`src/rtl/mul_8bits.sv`:
```
// 8x8 pipelined multiplier: operand register, partial-product register, product register.
// Define MUL_8BITS_SIGNED_EN to honour the Signed port; otherwise all operations are unsigned.
module mul_8bits (
    input  logic        clk,
    input  logic        rst,
    input  logic        in_valid,
    input  logic [7:0]  A,
    input  logic [7:0]  B,
    input  logic        Signed,
    output logic        out_valid,
    output logic [15:0] Prod
);

    localparam int unsigned OP_W   = 8;
    localparam int unsigned PROD_W = 16;
    localparam int unsigned NUM_PP = 8;

    logic              sgn_c;
    logic [OP_W-1:0]   a_q;
    logic [OP_W-1:0]   b_q;
    logic              sgn_q;
    logic              s1_vld;
    logic              s2_vld;

    logic [PROD_W-1:0] a_ext;
    logic [PROD_W-1:0] a_neg;
    logic [PROD_W-1:0] pp_c [NUM_PP];
    logic [PROD_W-1:0] pp_q [NUM_PP];
    logic [PROD_W-1:0] sum_c;

`ifdef MUL_8BITS_SIGNED_EN
    assign sgn_c = Signed;
`else
    logic unused_signed;
    assign unused_signed = Signed;
    assign sgn_c         = 1'b0;
`endif

    // Valid tracking and output register; reset flushes every in-flight operation.
    always_ff @(posedge clk) begin
        if (rst) begin
            s1_vld    <= 1'b0;
            s2_vld    <= 1'b0;
            out_valid <= 1'b0;
            Prod      <= '0;
        end else begin
            s1_vld    <= in_valid;
            s2_vld    <= s1_vld;
            out_valid <= s2_vld;
            if (s2_vld) begin
                Prod <= sum_c;
            end
        end
    end

    // Data registers only move when their stage holds a live operation.
    always_ff @(posedge clk) begin
        if (in_valid) begin
            a_q   <= A;
            b_q   <= B;
            sgn_q <= sgn_c;
        end
        if (s1_vld) begin
            pp_q <= pp_c;
        end
    end

    // B's MSB carries weight -128 in signed mode, so its row uses -A.
    always_comb begin
        a_ext = sgn_q ? {{(PROD_W-OP_W){a_q[OP_W-1]}}, a_q} : {(PROD_W-OP_W)'(0), a_q};
        a_neg = ~a_ext + PROD_W'(1);
        for (int i = 0; i < NUM_PP; i++) begin
            pp_c[i] = '0;
        end
        for (int i = 0; i < NUM_PP - 1; i++) begin
            pp_c[i] = b_q[i] ? (a_ext << i) : '0;
        end
        pp_c[NUM_PP-1] = b_q[OP_W-1] ? ((sgn_q ? a_neg : a_ext) << (NUM_PP - 1)) : '0;
    end

    // Modulo-2^16 sum of the rows is exact for both operand modes.
    always_comb begin
        sum_c = '0;
        for (int i = 0; i < NUM_PP; i++) begin
            sum_c = sum_c + pp_q[i];
        end
    end

endmodule

```
`config.mk`:
```
export PLATFORM = sky130hd
export DESIGN_NAME = mul_8bits
export DESIGN_NICKNAME = d
export VERILOG_FILES = /design/src/rtl/mul_8bits.sv
export SDC_FILE = /design/constraint.sdc
export NUM_CORES = 1
export LEC_CHECK = 0
export BUFFER_PORTS_ARGS = -buffer_cell sky130_fd_sc_hd__buf_2
export CELL_PAD_IN_SITES_DETAIL_PLACEMENT = 1
export CELL_PAD_IN_SITES_GLOBAL_PLACEMENT = 1
export CORE_MARGIN = 8
export CORE_UTILIZATION = 50
export CTS_CLUSTER_SIZE = 8
export DETAILED_ROUTE_END_ITERATION = 7
export PLACE_DENSITY = 0.82
export SLEW_MARGIN = 10
export SYNTH_ARGS = -nofsm -noshare
export SYNTH_HDL_FRONTEND = slang
export SYNTH_SLANG_ARGS = --single-unit
```
`constraint.sdc`:
```
create_clock -name clk -period 5.4 [get_ports clk]
set_input_delay 0.27 -clock clk [delete_from_list [all_inputs] [get_ports clk]]
set_output_delay 0.27 -clock clk [all_outputs]
set_load 0.02 [all_outputs]
```
==> flow_metrics.py, run 1 <==
metrics = {
    "outcome": {
        "status": "finished, final reports clean",
    },
    "sta": {
        "slew_headroom": 0.430,
        "finalCritPeriodShare": 0.782,
        "tightest_slew_ns": 0.853,
        "min_period_ns": 4.22,
        "whs_ns": 0.0738,
        "max_freq_mhz": 237,
        "setup_viol": 0,
        "fin_tns_setup_ns": 0,
        "finClkSkew_ns": 0.0129,
        "slew_viol_final": 0,
        "hold_viol": 0,
        "grt_setup_unrepaired": "no",
    },
    "grt": {
        "overflow": 0,
        "grt_pass1_wl_um": 16000,
        "grt_max_degree": 66,
        "antenna_found_initial": 0,
        "grt_pass1_vias": 3279,
        "grt.total_usage": 0.156,
    },
    "synthesis": {
        "synthTopCellsByCount": "80 x edfxtp_1, 70 x inv_1, 64 x and2_1",
        "synthCells": 381,
        "synth_cell_types": 36,
        "ys_seq_area_frac": 0.544,
        "synth_top_cell_area_share": 0.470,
        "ys_warn_count": 0,
        "synth_largest_area_cell": "edfxtp_1",
        "avgSynthCellArea_um2": 13.4,
        "async_flop_share": 0,
        "netlist_area_um2": 5110,
        "synth_edf_count": 80,
        "syn-num-nets": 470,
        "synth.area.top_cells": "edfxtp_1 47%, fa_1 15%, and2_1 7.8%",
        "synth-main-ff-cell": "edfxtp_1",
        "synth_most_common_cell": "edfxtp_1",
        "ys_ff_latch": 99,
    },
    "clock_network": {
        "ctsHoldBuffers": 0,
        "clk_pin_slew_ns": 0.10,
        "cts_setup_buffers": 0,
        "clock_latency_ns": 0.36,
        "post_cts_resized": 0,
        "root_buffer": "clkbuf_8",
        "clockBufferDepth": 2,
        "clkSinkCount": 99,
        "htreeDepth": 3,
        "cts_tree": "built",
        "cts_buffers": 9,
    },
    "setup_path": {
        "path_max_fanout": 5,
        "cp-start-kind": "flip-flop",
        "worst_ep_required_time_ns": 5.65,
        "cp-end-kind": "flip-flop",
        "crit_chain": "fa_1, inv_1, fa_1, fa_1, fa_1, inv_1, ha_1, a21o_1, a221oi_2, o221ai_1, a311o_1",
        "cpLargestDelayFamily": "adder cells",
        "r2r_setup_slack_ns": 1.18,
        "worstReg2RegEnd": "Prod[15]$_SDFFE_PP0P_",
        "crit_slowest_cell": "fa_1",
        "crit_path_max_incr_delay_ns": 0.55,
        "crit_arrival_ns": 4.47,
        "critical_path_buf_inv_count": 2,
        "worstReg2RegStart": "pp_q[24]$_SDFFCE_PN0P_",
        "crit_type": "reg2reg",
        "ff2ff_path_depth": 11,
        "critPathMostFrequentCell": "fa_1",
    },
    "power": {
        "peakVddDrop_mv": 0.199,
        "power.density_nw_per_um2": 470,
        "total_power_mw": 2.65,
        "leakage_nw": 2.39,
    },
    "min_path": {
        "min_from": "B[3]",
        "min_to": "b_q[3]$_DFFE_PP_",
        "hp-class": "in2reg",
        "min_path_cells": 1,
    },
    "placed_design": {
        "gp_congestion": 0.736,
        "placed_cells": 549,
        "dp_hpwl_um": 7390,
        "portBuffers": 35,
    },
    "die": {
        "core.rowCount": 37,
        "die_h_um": 117,
        "core_um2": 10100,
        "dieArea_um2": 13700,
        "io_pins": 37,
        "die_w_um": 117,
        "start_util": 0.504,
    },
    "finish": {
        "regArea_um2": 2780,
        "diodes": 0,
        "fill_cells": 1037,
        "nets": 513,
        "multi_input_area_um2": 2050,
        "drive_gt1_frac": 0.131,
        "instances_no_fill": 565,
        "fin_util": 0.557,
        "syn2layout_area_growth_pct": 10.5,
    },
    "drt": {
        "route.detailed.drc": 0,
        "first_pass_iters": 4,
        "drtIter0Drc": 144,
        "vias_per_cell": 5.07,
        "drtAntennaViolNets": 0,
        "vias": 2865,
        "post_drt_wl_per_cell_um": 17.0,
        "drt_wl_total_um": 9620,
    },
    "job": {
        "max_cap_viol_count": 0,
    },
}
## metal layers
layer | up-vias | part of all wire | GRT usage
li1 | 1337 | - | -
met1 | 1452 | 0.42 | 0.178
met2 | 56 | 0.51 | 0.273
met3 | 20 | 0.039 | 0.0318
met4 | 0 | 0.028 | 0.0768
met5 | - | 0 | 0
## cells in the final DEF, fill, tap and decap left out, types with 2 or more instances in the layout
cell	netlist	final
inv_8	0	2
o22ai_1	2	2
clkinvlp_4	0	3
and2_1	64	64
nor2b_1	2	2
a21o_1	4	4
buf_2	1	35
nand2_1	4	4
mux2i_1	9	9
nor3b_1	3	3
and3_1	2	2
ha_1	31	31
xnor2_1	4	4
nor2_1	12	12
dfxtp_1	19	18
fa_1	38	38
o21ai_0	2	2
nand2b_1	4	4
nand4_1	2	2
xor2_1	2	2
inv_1	70	70
o21ai_1	2	2
a21oi_1	8	8
edfxtp_1	80	80
clkbuf_8	0	9
## sequential cells by signal, indices dropped and copies added (netlist names)
| name | flops |
|---|---|
| pp_q | 64 |
| Prod | 16 |
| a_q | 8 |
| b_q | 8 |
| out_valid | 1 |
| s1_vld | 1 |
| s2_vld | 1 |
## power by group
part | internal (mW) | total [mW] | leakage (nW) | switching (mW)
sequential | 0.910 | 0.962 | 0.870 | 0.0515
clock | 0.202 | 0.475 | 0.0908 | 0.272
combinational | 0.537 | 1.22 | 1.43 | 0.680
## area by class of cell
type,instances,share of cell area
inverters,70,0.0465
clock inverters,5,0.00797
multi-input cells,208,0.363
clock buffers,11,0.0270
well taps,136,0.0301
repair buffers,36,0.0323
flip-flops and latches,99,0.493
## metrics by stage
stage / instance area (µm²) / setup slack (ns)
4_1_cts: 5650 / 1.14
6_report: 5650 / 1.18
5_1_grt: 5650 / 1.02
3_3_place_gp: 5450 / 1.27
2_1_floorplan: 5110 / 1.43
3_5_place_dp: 5450 / 1.16
## worst reg2reg max path, delay by kind of cell, from the launching register on
family	cells	cell delay, ns
AOI/OAI and AO/OA	4	1.13
adders and majority gates	5	2.43
buffers and inverters	2	0.11
DFF	1	0.44
## worst max-delay path by stage
stage          cells past startpoint                    from                     to  slack, ns
3_3_place_gp                      11   pp_q[8]$_SDFFCE_PN0P_  Prod[15]$_SDFFE_PP0P_       1.27
3_5_place_dp                      11  pp_q[24]$_SDFFCE_PN0P_  Prod[15]$_SDFFE_PP0P_       1.16
6_report                          11  pp_q[24]$_SDFFCE_PN0P_  Prod[15]$_SDFFE_PP0P_       1.18
4_1_cts                           11  pp_q[24]$_SDFFCE_PN0P_  Prod[15]$_SDFFE_PP0P_       1.14
5_1_grt                           12  pp_q[57]$_SDFFCE_PN0P_  Prod[12]$_SDFFE_PP0P_       1.02
2_1_floorplan                     11  pp_q[57]$_SDFFCE_PN0P_  Prod[15]$_SDFFE_PP0P_       1.43
## cells by family (layout without fill, tap and decap cells)
logic type               Yosys count  in the layout  share of synthesized area
adder cells (fa/ha/maj)           69             69                      0.225
AND/OR/NAND/NOR                   97             97                      0.112
multiplexers                       9              9                     0.0176
flip-flops                        99             99                      0.544
buffers and inverters             74            122                     0.0546
AO/OA/AOI/OAI                     27             27                     0.0372
XOR/XNOR                           6              6                     0.0103
Power figures use the tool's default switching activity.
==> run 2, diff against run 1 <==
==> constraint.sdc (replaced) <==
create_clock -name clk -period 4.3 [get_ports clk]
set_input_delay 0.215 -clock clk [delete_from_list [all_inputs] [get_ports clk]]
set_output_delay 0.215 -clock clk [all_outputs]
set_load 0.02 [all_outputs]
==> run 2 against run 1 <==
  * Non-clock buffer count up 11
  * Core utilization grew 1.6 points
  * Combinational power increased by 34%
  * Critical endpoint unchanged
  * Largest cell class unchanged
==> flow_metrics.py, run 2 (same netlist as run 1, synthesis figures left out) <==
metrics = {
    "outcome": {
        "status": "finished, final reports clean",
    },
    "finish": {
        "diodes": 0,
        "layout_top_registers": "pp_q x64, Prod x16",
        "final_cell_mix": "80 x edfxtp_1, 70 x inv_1, 64 x and2_1",
        "nets": 524,
        "drive_gt1_frac": 0.132,
        "regMostFlops": "pp_q",
        "largest_reg_flops": 64,
        "layout_commonest_cell": "edfxtp_1",
        "syn2layout_area_growth_pct": 13.6,
        "design_area_um2": 5810,
    },
    "grt": {
        "overflow": 0,
        "grt_pass1_wl_um": 15500,
        "antenna_found_initial": 0,
        "grt.total_usage": 0.153,
        "grt_max_degree": 36,
        "grt_pass1_vias": 3090,
    },
    "setup_path": {
        "worst_ep_required_time_ns": 4.56,
        "path_max_fanout": 3,
        "crit_arrival_ns": 4.34,
        "critical_path_buf_inv_count": 2,
        "crit_chain": "inv_1, fa_1, inv_1, fa_1, fa_1, ha_1, ha_1, fa_1, a21o_1, a221oi_4, o221ai_2, a311o_1",
        "crit_slowest_cell": "fa_1",
        "ff2ff_path_depth": 12,
        "worstReg2RegEnd": "Prod[15]$_SDFFE_PP0P_",
        "crit_type": "reg2reg",
        "cpLargestDelayFamily": "adder cells",
        "cp-end-kind": "flip-flop",
        "critPathMostFrequentCell": "fa_1",
        "r2r_setup_slack_ns": 0.22,
        "worstReg2RegStart": "pp_q[37]$_SDFFCE_PN0P_",
        "cp-start-kind": "flip-flop",
        "crit_path_max_incr_delay_ns": 0.58,
    },
    "drt": {
        "wl_met3_um": 337,
        "post_drt_wl_per_cell_um": 16.8,
        "drtIter0Drc": 120,
        "vias_per_cell": 4.93,
        "drt_wl_total_um": 9650,
        "vias": 2840,
        "route.detailed.drc": 0,
        "wl_met1_um": 4110,
        "highest_layer": "met4",
        "drtAntennaViolNets": 0,
        "first_pass_iters": 4,
        "wl_met2_um": 4840,
    },
    "sta": {
        "min_period_ns": 4.08,
        "max_freq_mhz": 245,
        "hold_viol": 0,
        "slew_headroom": 0.440,
        "slew_viol_final": 0,
        "tightest_slew_ns": 0.838,
        "grt_setup_unrepaired": "no",
        "setup_viol": 0,
        "finClkSkew_ns": 0.00849,
        "finalCritPeriodShare": 0.949,
        "fin_tns_setup_ns": 0,
    },
    "clock_network": {
        "htreeDepth": 3,
        "clkSinkCount": 99,
        "cts_buffers": 9,
        "root_buffer": "clkbuf_8",
        "cts_setup_buffers": 0,
        "clock_latency_ns": 0.37,
        "clk_pin_slew_ns": 0.09,
        "cts_tree": "built",
        "clockBufferDepth": 2,
    },
    "min_path": {
        "hp-class": "in2reg",
        "min_from": "B[2]",
        "min_to": "b_q[2]$_DFFE_PP_",
        "min_path_cells": 1,
    },
    "placed_design": {
        "dp_hpwl_um": 7190,
        "dpl-instance-area_um2": 5450,
        "gp_congestion": 0.758,
        "portBuffers": 35,
    },
    "die": {
        "start_util": 0.504,
        "die_w_um": 117,
        "io_pins": 37,
        "core_um2": 10100,
        "die_h_um": 117,
        "core.rowCount": 37,
        "dieArea_um2": 13700,
    },
    "power": {
        "power.density_nw_per_um2": 602,
        "peakVddDrop_mv": 0.289,
        "leakage_nw": 2.45,
    },
    "job": {
        "max_cap_viol_count": 0,
    },
}
[run 2: changes by cell type in the layout (fill, tap and decap cells not counted), sizes merged]
cell / before / now
bufinv: 0 / 1
clkbuf: 11 / 12
clkinv: 0 / 1
clkinvlp: 3 / 1
dlygate4sd3: 0 / 11
inv: 72 / 71
[run 2: worst register-to-register path, cell delays in order (launching register included)]
cell	delay (ns)
edfxtp_1	0.34
inv_1	0.06
fa_1	0.58
inv_1	0.07
fa_1	0.50
fa_1	0.50
ha_1	0.31
ha_1	0.23
fa_1	0.40
a21o_1	0.24
a221oi_4	0.31
o221ai_2	0.14
a311o_1	0.31
[run 2: timing repair]
action	4_1_cts	5_1_grt
hold buffers	11	0
hold endpoints to repair	11	0
setup endpoints to repair	0	3
resized for setup	0	5
[run 2: final cells by class]
class                           count  area (µm²)
Clock buffer                       12         156
Clock inverter                      4        57.6
Fill cell                        1011        4330
Inverter                           70         263
Multi-Input combinational cell    208        2080
Sequential cell                    99        2780
Tap cell                          136         170
Timing Repair Buffer               47         293
[run 2: how the worst max path moves through the flow]
stage                           start               endpoint  slack (ns)  cells after the start
6_report       pp_q[37]$_SDFFCE_PN0P_  Prod[15]$_SDFFE_PP0P_        0.22                     12
2_1_floorplan  pp_q[57]$_SDFFCE_PN0P_  Prod[15]$_SDFFE_PP0P_        0.33                     11
4_1_cts         pp_q[8]$_SDFFCE_PN0P_  Prod[15]$_SDFFE_PP0P_         0.1                     11
5_1_grt        pp_q[37]$_SDFFCE_PN0P_  Prod[15]$_SDFFE_PP0P_        0.02                     12
3_5_place_dp    pp_q[8]$_SDFFCE_PN0P_  Prod[15]$_SDFFE_PP0P_        0.11                     11
3_3_place_gp    pp_q[8]$_SDFFCE_PN0P_  Prod[15]$_SDFFE_PP0P_        0.17                     11
[run 2: through the flow]
stage                     hold slack, ns  setup slack, ns  total power, mW  utilization  cells
final                             0.0207            0.220             3.49        0.573    576
after global routing             0.00188           0.0232             3.78        0.573    576
after CTS                       0.000710           0.0987             3.42        0.570    576
after detailed placement           0.393            0.114             2.77        0.538    549
after global placement             0.392            0.173             2.68        0.538    549
after floorplan                    0.314            0.331             2.40            -    381
[run 2: power by group]
group          switching [mW]  leakage, nW  internal, mW  total [mW]
Sequential             0.0693        0.870          1.14        1.21
Combinational           0.903         1.48         0.738        1.64
Clock                   0.331        0.104         0.310       0.642
Total                    1.30         2.45          2.19        3.49
[run 2: per-layer routing]
layer	vias up	global-route usage
met5	-	0
met4	0	0.0828
met3	24	0.0241
met2	48	0.259
met1	1407	0.183
li1	1361	-
==> run 3, diff against run 2 <==
--- a/config.mk
+++ b/config.mk
@@ -5,13 +5,16 @@
 export SDC_FILE = /design/constraint.sdc
 export NUM_CORES = 1
 export LEC_CHECK = 0
+export ABC_AREA = 1
+export ABC_CLOCK_PERIOD_IN_PS = 4300
 export BUFFER_PORTS_ARGS = -buffer_cell sky130_fd_sc_hd__buf_2
 export CELL_PAD_IN_SITES_DETAIL_PLACEMENT = 1
 export CELL_PAD_IN_SITES_GLOBAL_PLACEMENT = 1
 export CORE_MARGIN = 8
-export CORE_UTILIZATION = 50
+export CORE_UTILIZATION = 48
 export CTS_CLUSTER_SIZE = 8
 export DETAILED_ROUTE_END_ITERATION = 7
+export GPL_ROUTABILITY_DRIVEN = 0
 export PLACE_DENSITY = 0.82
 export SLEW_MARGIN = 10
 export SYNTH_ARGS = -nofsm -noshare
==> run 3 against run 2 <==
  * First-iteration DRC count increased by 63%
  * Cell count up 23%
  * Clock-buffer cell count shrank 1
  * Hold slack improved by 0.017 ns
  * Global-route usage up 0.87 points
  * Non-clock buffer count fell by 11
  * Sequential power barely moved
  * Combinational power increased by 4%
  * Synthesized cell count up 40%
  * Sequential share of layout area is 1.7 points lower
  * Synthesized area increased by 6.0%
  * Critical path type unchanged
  * Critical endpoint is now Prod[11]$_SDFFE_PP0P_
==> flow_metrics.py, run 3 <==
metrics = {
    "outcome": {
        "status": "finished, final reports clean",
    },
    "sta": {
        "finClkSkew_ns": 0.0117,
        "tightest_slew_ns": 0.831,
        "min_period_ns": 3.79,
        "setup_ws_ns": 0.508,
        "grt_setup_unrepaired": "no",
        "max_freq_mhz": 264,
        "slew_headroom": 0.446,
        "slew_viol_final": 0,
        "setup_viol": 0,
        "whs_ns": 0.0372,
        "finalCritPeriodShare": 0.882,
        "hold_viol": 0,
        "fin_tns_setup_ns": 0,
    },
    "die": {
        "die_h_um": 122,
        "start_util": 0.483,
        "io_pins": 37,
        "die_w_um": 122,
        "dieArea_um2": 14900,
        "core_um2": 11200,
        "core.rowCount": 39,
    },
    "finish": {
        "regArea_um2": 2780,
        "layout_top_registers": "pp_q x64, Prod x16",
        "fill_cells": 1247,
        "syn2layout_area_growth_pct": 11.1,
        "final_cell_mix": "154 x inv_1, 115 x nand2_1, 80 x edfxtp_1",
        "instances_no_fill": 709,
        "multi_input_area_um2": 1960,
        "diodes": 0,
        "layout_commonest_cell": "inv_1",
        "regMostFlops": "pp_q",
        "largest_reg_flops": 64,
        "drive_gt1_frac": 0.106,
        "nets": 650,
        "fin_util": 0.536,
    },
    "grt": {
        "overflow": 0,
        "antenna_found_initial": 0,
        "grt.total_usage": 0.161,
        "grt_pass1_wl_um": 18100,
        "grt_pass1_vias": 3635,
        "grt_max_degree": 36,
    },
    "synthesis": {
        "syn-num-nets": 624,
        "synth.area.top_cells": "edfxtp_1 44%, fa_1 14%, inv_1 11%",
        "synth_largest_area_cell": "edfxtp_1",
        "async_flop_share": 0,
        "synth_edf_count": 80,
        "synth-main-ff-cell": "edfxtp_1",
        "avgSynthCellArea_um2": 10.1,
        "synthCells": 535,
        "synth_most_common_cell": "inv_1",
        "netlist_area_um2": 5420,
        "ys_warn_count": 0,
        "synth_top_cell_area_share": 0.443,
        "synthTopCellsByCount": "154 x inv_1, 115 x nand2_1, 80 x edfxtp_1",
        "ys_ff_latch": 99,
        "synth_cell_types": 25,
        "ys_seq_area_frac": 0.514,
    },
    "power": {
        "peakVddDrop_mv": 0.319,
        "power.density_nw_per_um2": 629,
        "leakage_nw": 3.13,
    },
    "drt": {
        "vias_per_cell": 4.82,
        "drtIter0Drc": 196,
        "drt_wl_total_um": 11100,
        "first_pass_iters": 4,
        "drtAntennaViolNets": 0,
        "post_drt_wl_per_cell_um": 15.7,
        "vias": 3417,
        "route.detailed.drc": 0,
    },
    "clock_network": {
        "root_buffer": "clkbuf_16",
        "clockBufferDepth": 2,
        "htreeDepth": 3,
        "clkSinkCount": 99,
        "clk_pin_slew_ns": 0.07,
        "ctsHoldBuffers": 0,
        "cts_setup_buffers": 0,
        "cts_buffers": 9,
        "cts_tree": "built",
        "post_cts_resized": 0,
        "clock_latency_ns": 0.35,
    },
    "placed_design": {
        "placed_cells": 693,
        "portBuffers": 35,
        "dp_hpwl_um": 8430,
        "place_ws_ns": 0.494,
    },
    "setup_path": {
        "crit_type": "reg2reg",
        "cp-start-kind": "flip-flop",
        "crit_arrival_ns": 4.04,
        "cp-end-kind": "flip-flop",
        "worst_ep_required_time_ns": 4.55,
        "path_max_fanout": 5,
    },
    "min_path": {
        "hp-class": "in2reg",
    },
    "job": {
        "max_cap_viol_count": 0,
    },
}
-- run 3: cell count changes in the layout (fill, tap and decap cells not counted), moves of 11 or more --
cell           change
dlygate4sd3_1     -11
and2_1            -64
nand3_1           +15
nor2_1            +17
nand2_1          +111
inv_1             +84
-- run 3: cell type report --
class	instances	share of cell area
flip-flops and latches	99	0.462
clock buffers	11	0.0439
repair buffers	36	0.0303
clock inverters	5	0.0106
inverters	155	0.0967
well taps	143	0.0297
multi-input cells	260	0.326
-- run 3: cell families (layout without fill, tap and decap cells) --
| group | Yosys count | after routing | share of synthesized area |
|---|---|---|---|
| buffers and inverters | 176 | 207 | 0.124 |
| and+or+nand+nor | 167 | 167 | 0.123 |
| DFF | 99 | 99 | 0.514 |
| adders and majority gates | 69 | 69 | 0.212 |
| AOI/OAI and AO/OA | 20 | 20 | 0.0208 |
| xor gates and xnor gates | 4 | 4 | 0.00647 |
-- run 3: metal layers --
metal  track usage  share of wire
met1         0.192           0.43
met2         0.282           0.52
met3        0.0258          0.032
met4        0.0746          0.018
met5             0              0
-- run 3: path summary, 6_finish.rpt --
check	from	to	slack, ns	cells past startpoint
hold reg to reg	Prod[5]$_SDFFE_PP0P_	Prod[5]$_SDFFE_PP0P_	0.47	2
setup reg to reg	pp_q[8]$_SDFFCE_PN0P_	Prod[11]$_SDFFE_PP0P_	0.51	13
hold / removal	B[4]	b_q[4]$_DFFE_PP_	0.04	1
setup / recovery	pp_q[8]$_SDFFCE_PN0P_	Prod[11]$_SDFFE_PP0P_	0.51	13
-- run 3: through the flow --
step / area, µm² / total power [mW]
floorplan: 5420 / 2.53
global placement: 5690 / 2.84
detailed placement: 5690 / 2.94
CTS: 6020 / 3.83
global route: 6020 / 4.11
finish: 6020 / 3.79
-- run 3: where the power goes --
part	internal (mW)	switching [mW]	leakage, nW
sequential	1.12	0.0711	0.870
combinational	0.670	1.04	2.10
clock	0.510	0.369	0.164
total	2.30	1.48	3.13
-- run 3: worst max-delay path: stages (launching register included) --
cell      delay (ns)
edfxtp_1        0.41
fa_1            0.55
inv_1           0.06
fa_1            0.51
fa_1            0.52
fa_1            0.54
inv_1           0.04
ha_1            0.35
or2_1           0.28
nand3_1         0.12
a21o_1          0.12
nand3_1         0.07
nand2_1         0.10
inv_1           0.04
